**src/rtl/down_counter_sched_pkg.sv**
```systemverilog
// Shared types and default sizing for the down-counter scheduler.
package down_counter_sched_pkg;

  localparam int unsigned NUM_REQ_DEF = 4;
  localparam int unsigned WIDTH_DEF   = 8;

  typedef enum logic [1:0] {
    IDLE = 2'd0,
    LOAD = 2'd1,
    RUN  = 2'd2,
    DONE = 2'd3
  } state_e;

endpackage

```
**src/rtl/down_counter_scheduler_rr_arbiter.sv**
```systemverilog
// Combinational round-robin pick: first asserted request at or after ptr_i.
module rr_arbiter #(
  parameter int unsigned NUM_REQ = 4,
  parameter int unsigned IDW     = $clog2(NUM_REQ)
) (
  input  logic [NUM_REQ-1:0] req_i,
  input  logic [IDW-1:0]     ptr_i,
  output logic [NUM_REQ-1:0] grant_o,
  output logic [IDW-1:0]     grant_idx_o,
  output logic               any_req_o
);

  logic [IDW-1:0] sel;

  always_comb begin
    grant_o     = '0;
    grant_idx_o = '0;
    any_req_o   = 1'b0;
    sel         = '0;
    for (int unsigned off = 0; off < NUM_REQ; off++) begin
      sel = IDW'((32'(ptr_i) + off) % NUM_REQ);
      if (!any_req_o && req_i[sel]) begin
        any_req_o    = 1'b1;
        grant_idx_o  = sel;
        grant_o[sel] = 1'b1;
      end
    end
  end

endmodule

```
**src/rtl/down_counter_scheduler.sv**
```systemverilog
// Time-shares one loadable down counter among NUM_REQ delay requesters,
// round-robin, returning a one-cycle done pulse to the winner.
module down_counter_scheduler
  import down_counter_sched_pkg::*;
#(
  parameter int unsigned NUM_REQ = NUM_REQ_DEF,
  parameter int unsigned WIDTH   = WIDTH_DEF,
  parameter int unsigned IDW     = $clog2(NUM_REQ)
) (
  input  logic                     clk,
  input  logic                     rst,
  input  logic [NUM_REQ-1:0]       req_valid,
  input  logic [NUM_REQ*WIDTH-1:0] req_delay,
  output logic [NUM_REQ-1:0]       req_ready,
  output logic [NUM_REQ-1:0]       done,
  output logic                     busy,
  output logic [IDW-1:0]           grant_id,
  output logic                     cnt_load,
  output logic                     cnt_enable,
  output logic [WIDTH-1:0]         cnt_data,
  input  logic                     cnt_tc
);

  state_e           state_q, state_d;
  logic [IDW-1:0]   ptr_q, ptr_d;
  logic [IDW-1:0]   grant_id_q, grant_id_d;
  logic [WIDTH-1:0] delay_q, delay_d;

  logic [NUM_REQ-1:0] arb_grant;
  logic [IDW-1:0]     arb_idx;
  logic               arb_any;

  rr_arbiter #(
    .NUM_REQ (NUM_REQ),
    .IDW     (IDW)
  ) u_arb (
    .req_i       (req_valid),
    .ptr_i       (ptr_q),
    .grant_o     (arb_grant),
    .grant_idx_o (arb_idx),
    .any_req_o   (arb_any)
  );

  always_ff @(posedge clk or posedge rst) begin
    if (rst) begin
      state_q    <= IDLE;
      ptr_q      <= '0;
      grant_id_q <= '0;
      delay_q    <= '0;
    end else begin
      state_q    <= state_d;
      ptr_q      <= ptr_d;
      grant_id_q <= grant_id_d;
      delay_q    <= delay_d;
    end
  end

  // Next state plus state-decoded outputs; enable is gated by tc so the counter never wraps.
  always_comb begin
    state_d    = state_q;
    ptr_d      = ptr_q;
    grant_id_d = grant_id_q;
    delay_d    = delay_q;
    req_ready  = '0;
    done       = '0;
    busy       = 1'b0;
    cnt_load   = 1'b0;
    cnt_enable = 1'b0;
    unique case (state_q)
      IDLE: begin
        if (arb_any) begin
          req_ready  = rst ? '0 : arb_grant;
          delay_d    = req_delay[32'(arb_idx)*WIDTH +: WIDTH];
          grant_id_d = arb_idx;
          ptr_d      = (arb_idx == IDW'(NUM_REQ-1)) ? '0 : arb_idx + IDW'(1);
          state_d    = LOAD;
        end
      end
      LOAD: begin
        busy     = 1'b1;
        cnt_load = 1'b1;
        state_d  = RUN;
      end
      RUN: begin
        busy       = 1'b1;
        cnt_enable = !cnt_tc;
        if (cnt_tc) state_d = DONE;
      end
      DONE: begin
        busy    = 1'b1;
        done    = NUM_REQ'(1) << grant_id_q;
        state_d = IDLE;
      end
      default: state_d = IDLE;
    endcase
  end

  assign grant_id = grant_id_q;
  assign cnt_data = delay_q;

endmodule

```
**config.mk**
```make
export PLATFORM = sky130hd
export DESIGN_NAME = down_counter_scheduler
export DESIGN_NICKNAME = d
export VERILOG_FILES = /design/src/rtl/down_counter_sched_pkg.sv /design/src/rtl/down_counter_scheduler_rr_arbiter.sv /design/src/rtl/down_counter_scheduler.sv
export SDC_FILE = /design/constraint.sdc
export NUM_CORES = 1
export LEC_CHECK = 0
export ABC_AREA = 1
export BUFFER_PORTS_ARGS = -buffer_cell sky130_fd_sc_hd__buf_2
export CAP_MARGIN = 20
export CORE_ASPECT_RATIO = 1.2
export CORE_MARGIN = 5
export CORE_UTILIZATION = 41
export DETAILED_ROUTE_END_ITERATION = 10
export PLACE_DENSITY_LB_ADDON = 0.15
export SYNTH_ARGS = -nofsm -noshare
export SYNTH_HDL_FRONTEND = slang
export SYNTH_SLANG_ARGS = --single-unit
export TNS_END_PERCENT = 100
```
**constraint.sdc**
```tcl
create_clock -name clk -period 2.86 [get_ports clk]
set_input_delay 0.143 -clock clk [delete_from_list [all_inputs] [get_ports clk]]
set_output_delay 0.143 -clock clk [all_outputs]
set_load 0.02 [all_outputs]
```
==> results of run 1 <==
cell usage in the layout (no fill, tap or decap), types with 3 or more instances in the layout:
cell type,instances
nand2_4,3
clkbuf_8,3
a21oi_1,7
nor2_2,4
inv_1,58
dfrtp_1,14
buf_4,7
ha_1,14
nand3_1,24
nor2_1,3
nand4_1,14
buf_2,59
o21ai_0,9
nand2_2,16
nor3_1,4
nand2_1,70
o21ai_2,3
cell families (layout without fill, tap and decap cells):
kind of cell / Yosys count / after routing
buffers and inverters: 67 / 130
adders and majority gates: 14 / 14
DFF: 14 / 14
and+or+nand+nor: 145 / 145
AOI/OAI and AO/OA: 24 / 24
per-layer routing:
metal,track usage,part of all wire,vias up
li1,-,-,947
met1,0.194,0.45,785
met2,0.303,0.50,45
met3,0.0297,0.045,4
met4,0.0352,0.012,0
met5,0,0,-
metrics by stage:
step / setup slack, ns / total power [mW] / area (um^2)
after detailed placement: 0.563 / 2.69 / 2080
after global placement: 0.595 / 2.66 / 2080
after floorplan: 0.552 / 2.21 / 1720
after CTS: 0.348 / 2.86 / 2130
final: 0.365 / 2.85 / 2130
after global routing: 0.127 / 3.17 / 2130
worst max-delay path by stage:
stage | startpoint | end | slack [ns] | depth (start not counted)
floorplan | ptr_q[1] | ptr_q[1] | 0.55 | 11
global placement | ptr_q[0] | ptr_q[1] | 0.60 | 11
detailed placement | ptr_q[0] | ptr_q[1] | 0.56 | 11
CTS | ptr_q[0] | req_ready[2] | 0.35 | 12
global route | ptr_q[0] | req_ready[2] | 0.13 | 12
finish | ptr_q[0] | req_ready[2] | 0.37 | 12
where the power goes:
group | total (mW) | internal (mW) | switching [mW]
combinational | 2.31 | 0.784 | 1.53
clock | 0.161 | 0.0932 | 0.0675
sequential | 0.377 | 0.304 | 0.0731
total | 2.85 | 1.18 | 1.67
worst register-to-register path: cells and delay by family (launching register included):
family | cells | cell delay [ns]
AND/OR/NAND/NOR | 6 | 0.88
adder cells (fa/ha/maj) | 2 | 0.66
flip-flops | 1 | 0.44
buffers and inverters | 2 | 0.14
AO/OA/AOI/OAI | 1 | 0.06
sequential cells by signal, indices dropped and copies added (netlist names):
| name | flops |
|---|---|
| cnt_data | 8 |
| grant_id | 2 |
| ptr_q | 2 |
| state_q | 2 |
cell usage after synthesis, types with 2 or more instances:
| cell | count | area (um^2) |
|---|---|---|
| nor3_1 | 4 | 20.0 |
| nand2_2 | 16 | 100 |
| o21ai_0 | 9 | 45.0 |
| nand2_4 | 3 | 33.8 |
| nand3_1 | 24 | 120 |
| nand3_4 | 2 | 35.0 |
| nand2_1 | 70 | 263 |
| a21oi_1 | 7 | 35.0 |
| nor2_1 | 3 | 11.3 |
| ha_1 | 14 | 175 |
| buf_2 | 5 | 25.0 |
| dfrtp_1 | 14 | 350 |
| inv_1 | 58 | 218 |
| nand3_2 | 2 | 20.0 |
| nand4_1 | 14 | 87.6 |
| nor2_2 | 4 | 25.0 |
| o21ai_2 | 3 | 26.3 |
layout make-up:
cell class,instances,area [um^2],area share
clock buffer,3,41.3,0.0194
inverter,60,233,0.109
multi-input combinational,183,1080,0.507
sequential,14,350,0.165
tap,54,67.6,0.0317
timing repair buffer,67,358,0.168
==> summary.txt, run 1 <==
Status
  – Outcome: finished clean

Run
  – Max Cap Violations: 0

Worst hold path
  – Critical hold path startpoint: req_delay[8]
  – Hold EP: cnt_data[0]
  – WHS Path Cells: 5
  – Worst Hold Class: in -> reg

Critical path
  – Worst r2r src: ptr_q[0]
  – Crit-path leading delay family: simple AND/OR/NAND/NOR gates
  – FF-to-FF path depth: 11
  – Crit-path max FO: 12
  – R2r endpoint: ptr_q[1]
  – Worst R2R Setup Slack: 0.56 ns
  – Crit path capture type: output pin
  – Max incr delay on CP: 0.44 ns
  – Worst-path cell chain: inv_8, ha_1, inv_1, nand2_1, nand2_2, nor2_4, nand3_4, nand2_2, nor2_1, nand2_1, inv_1, buf_2
  – Slowest cell on crit path: dfrtp_1
  – Crit Path Category: reg -> out
  – WP buf/inv: 4
  – WP data arrival: 2.35 ns
  – Worst Setup Start Kind: flip-flop
  – CP required: 2.72 ns

Timing
  – Period utilisation layout: 0.872
  – Final TNS setup: 0 ns
  – Fin Hold WS: 0.218 ns
  – Fin. max-slew vios: 0
  – Min Clock Period, post-route: 2.49 ns
  – Worst-margin pin slew: 0.528 ns
  – Fmax: 401 MHz
  – Final setup fails: 0
  – Relative slew slack: 0.648
  – Final Skew: 0.00481 ns
  – RSZ-0062 raised after global routing: no
  – Final hold violations: 0

Power and ir drop
  – Worst-case vdd ir drop: 0.593 mV
  – Pwr dens: 1340 nW/um^2
  – Lkg Pwr: 1.33 nW

CTS
  – Cts-stage hold buffer count: 1
  – CTS root buffer: clkbuf_8
  – Num CTS Buffers: 3
  – H-tree levels: 1
  – CTS sink count: 14
  – CTS tree: done
  – Maximum root-to-sink buffer count: 2
  – Post_cts resized: 0
  – Setup Fix Bufs, Post-CTS: 0
  – Clk slew on worst S/H paths: 0.06 ns
  – Skew-Pair Late Insertion Delay: 0.25 ns

Logic synthesis
  – Yosys Warn Count: 0
  – Post-Syn Instances: 264
  – Fraction of registers with async set/reset: 1.00
  – Simple-gate share of the synthesized area: 0.441
  – Post-synthesis mux area share: 0
  – Compound-Gate Fraction of Synth Area: 0.0845
  – Synth Cell Area: 1720 um^2
  – Sequential area share after synthesis: 0.204
  – EDFF count, synth: 0
  – Synth Register Bits: 14
  – Post-Syn Nets: 317
  – Main combinational cell family by area after synthesis: simple AND/OR/NAND/NOR gates
  – Syn Area/Cell: 6.51 um^2
  – Main synth FF type: dfrtp_1
  – Area share of fa/ha/maj cells after synthesis: 0.102
  – Post-synthesis xor/xnor area fraction: 0
  – Distinct cells, synth: 29

Global route
  – Vias in the first global route: 1,777
  – Global-route wire length before repair: 7640 um
  – Largest net degree at the start of global routing: 17
  – Initial antenna violation count: 0
  – Grt ovf: 0
  – Total track usage: 0.162

Layout
  – Layout Utilization: 0.532
  – Final #Nets: 382
  – Ant. Diodes: 0
  – Area growth syn-to-layout: 23.9%
  – Filler Cell Count: 450
  – Post-route insts no fill: 381
  – Share of layout cells above drive strength 1: 0.321

Drt
  – DR vias/cell: 4.67
  – Starting DRT DRC Count: 69
  – Antenna viol nets, final: 0
  – Routed via count: 1,781
  – Drt pass-1 iters: 4
  – Avg WL per Cell: 11.6 um
  – Post-route DRC: 0
  – Final wirelength: 4430 um

Floorplan
  – Die W: 69.1 um
  – Core ar.: 4000 um^2
  – Row Count: 25
  – Full die area: 5590 um^2
  – Initial Utilization: 0.429
  – # IOs: 60
  – Die Height: 80.9 um

Placed design
  – Port Buf Inserts: 59
  – GP Congestion: 0.858
  – Dpl cells: 377
  – Dpl hpwl: 3590 um
Note: power is estimated with default switching activity, not from simulation.
==> inputs of run 2 (changes only) <==
--- a/config.mk
+++ b/config.mk
@@ -8,9 +8,11 @@
 export ABC_AREA = 1
 export BUFFER_PORTS_ARGS = -buffer_cell sky130_fd_sc_hd__buf_2
 export CAP_MARGIN = 20
+export CELL_PAD_IN_SITES_DETAIL_PLACEMENT = 1
+export CELL_PAD_IN_SITES_GLOBAL_PLACEMENT = 1
 export CORE_ASPECT_RATIO = 1.2
 export CORE_MARGIN = 5
-export CORE_UTILIZATION = 41
+export CORE_UTILIZATION = 34
 export DETAILED_ROUTE_END_ITERATION = 10
 export PLACE_DENSITY_LB_ADDON = 0.15
 export SYNTH_ARGS = -nofsm -noshare
==> summary.txt, run 2 (synthesis results as in run 1) <==
Power and ir drop
  – Final total power: 2.92 mW (+2.5%)
  – Lkg Pwr: 1.33 nW (+0.16%)
  – Net Sw Frac: 0.587 (+0.000974)
  – Proportion of power drawn by the clock network: 0.066 (+0.010)
  – Combinational power share: 0.800 (-0.011)
  – Pwr dens: 1370 nW/um^2 (+1.9%)
  – Worst-case vdd ir drop: 0.452 mV (-24%)
  – Sw power: 1.72 mW (+2.7%)
  – P_int: 1.21 mW (+2.3%)
  – Power share of the sequential group: 0.135 (+0.003)

Timing
  – Worst-margin pin slew: 0.545 ns (+0.0171 ns)
  – Final Skew: 0.00155 ns (-0.00326 ns)
  – Final hold violations: 0 (unchanged)
  – Final TNS setup: 0 ns (unchanged)
  – Fin Hold WS: 0.251 ns (+0.0323 ns)
  – Fmax: 407 MHz (+1.6%)
  – Fin. max-slew vios: 0 (unchanged)
  – Final setup fails: 0 (unchanged)
  – Min Clock Period, post-route: 2.45 ns (-0.0405 ns)
  – Final WS setup: 0.406 ns (+0.0405 ns)
  – Relative slew slack: 0.636 (-0.0114)
  – RSZ-0062 raised after global routing: no
  – Period utilisation layout: 0.858 (-0.0141)

CTS
  – CTS tree: done
  – CTS root buffer: clkbuf_8
  – CTS sink count: 14 (unchanged)
  – Skew-Pair Late Insertion Delay: 0.24 ns (about the same)
  – Maximum root-to-sink buffer count: 2 (unchanged)
  – Clk slew on worst S/H paths: 0.06 ns (about the same)
  – H-tree levels: 1 (unchanged)
  – Num CTS Buffers: 3 (unchanged)

Placed design
  – GP Congestion: 0.867 (+1.0%)
  – Dpl cells: 382 (+1.3%)
  – Dpl hpwl: 4300 um (+20%)
  – Port Buf Inserts: 59 (unchanged)
  – Pre-CTS WS: 0.426 ns (-0.137 ns)

Floorplan
  – Row Count: 28 (+12%)
  – Full die area: 6580 um^2 (+18%)
  – Die W: 74.9 um (+8.4%)
  – Die Height: 87.9 um (+8.6%)
  – # IOs: 60 (unchanged)
  – Core ar.: 4900 um^2 (+22%)
  – Initial Utilization: 0.350 (-0.0788)

Global route
  – Global-route wire length before repair: 8780 um (+15%)
  – Total track usage: 0.169 (+0.00630)
  – Largest net degree at the start of global routing: 17 (unchanged)
  – Grt ovf: 0 (unchanged)
  – Initial antenna violation count: 0 (unchanged)
  – Vias in the first global route: 1,943 (+9.3%)

Layout
  – Reg area: 350 um^2 (unchanged)
  – Area growth syn-to-layout: 24.7%
  – Most frequent cells in the layout: nand2_1, buf_2, inv_1
  – Flip-flop count of the largest register after layout: 8 (unchanged)
  – Final #Nets: 381 (-0.26%)
  – Share of layout cells above drive strength 1: 0.321 (unchanged)
  – Filler Cell Count: 699 (+55%)
  – Most common cell after layout, fill and taps aside: nand2_1
  – Ant. Diodes: 0 (unchanged)
  – Multi-input logic area: 1080 um^2 (unchanged)
  – Post-route insts no fill: 387 (+1.6%)

Critical path
  – WP data arrival: 2.31 ns (-0.04 ns)
  – Worst Setup Start Kind: flip-flop
  – Crit path from: ptr_q[1]
  – Crit-path max FO: 8 (-4)
  – Crit path capture type: output pin
  – Worst r2r src: ptr_q[1]
  – CP required: 2.72 ns (about the same)
  – FF-to-FF path depth: 11 (unchanged)
  – Crit Path Category: reg -> out

Drt
  – Starting DRT DRC Count: 20 (-71%)
  – Drt pass-1 iters: 4 (unchanged)
  – Final wirelength: 5110 um (+15%)
  – Avg WL per Cell: 13.2 um (+14%)
  – Antenna viol nets, final: 0 (unchanged)
  – Routed via count: 1,850 (+3.9%)
  – Post-route DRC: 0 (unchanged)
  – DR vias/cell: 4.78 (+2.3%)

Worst hold path
  – WHS Path Cells: 5 (unchanged)
  – Critical hold path startpoint: req_delay[8]
  – Worst Hold Class: in -> reg

Run
  – Max Cap Violations: 0 (unchanged)

Status
  – Outcome: finished clean
## run 2: cell types whose count changed in the layout (fill, tap and decap cells not counted)
cell,delta
clkbuf_8,+1
buf_4,-1
## run 2: metrics by stage
stage / utilization / cell area [um^2]
3_5_place_dp: 0.423 / 2080
5_1_grt: 0.437 / 2140
6_report: 0.437 / 2140
2_1_floorplan: - / 1720
3_3_place_gp: 0.423 / 2080
4_1_cts: 0.437 / 2140
## run 2: power by group through the flow
stage / Clock (mW) / Sequential, mW / Combinational, mW
2_1_floorplan: 0 / 0.460 / 1.75
3_3_place_gp: 0 / 0.399 / 2.32
3_5_place_dp: 0 / 0.398 / 2.37
4_1_cts: 0.198 / 0.397 / 2.38
5_1_grt: 0.207 / 0.408 / 2.67
6_report: 0.192 / 0.394 / 2.34
## run 2: area by class of cell
cell class,count,share of cell area
Clock buffer,4,0.0257
Inverter,60,0.109
Multi-Input combinational cell,183,0.504
Sequential cell,14,0.164
Tap cell,60,0.0350
Timing Repair Buffer,66,0.164
## run 2: final timing paths
check / endpoint / slack [ns]
worst max-delay path: req_ready[0] / 0.41
worst max register to register: ptr_q[1] / 0.43
worst min-delay path: cnt_data[0] / 0.25
max in group asynchronous: state_q[1] / 2.00
min in group asynchronous: cnt_data[6] / 0.51
worst min register to register: cnt_data[4] / 0.48
## run 2: layer usage
metal	track usage	up-vias	part of all wire
li1	-	945	-
met1	0.209	868	0.42
met2	0.311	33	0.55
met3	0.0184	4	0.025
met4	0.0324	0	0.0088
met5	0	-	0
## run 2: critical path: stages, from the launching register on
cell and delay (ns):
dfrtp_1 0.49, inv_1 0.09, ha_1 0.35, inv_1 0.15, nand2_1 0.09, nand2_2 0.11, nor2_4 0.06, nand3_4 0.11
nand2_2 0.12, nor2_1 0.21, nand2_1 0.09, inv_1 0.05, buf_2 0.15
## run 2: what timing repair did
| action | CTS | global route |
|---|---|---|
| resized for setup | 0 | 0 |
| buffers inserted | 0 | 0 |
| hold endpoints to repair | 14 | 0 |
| hold buffers | 1 | 0 |
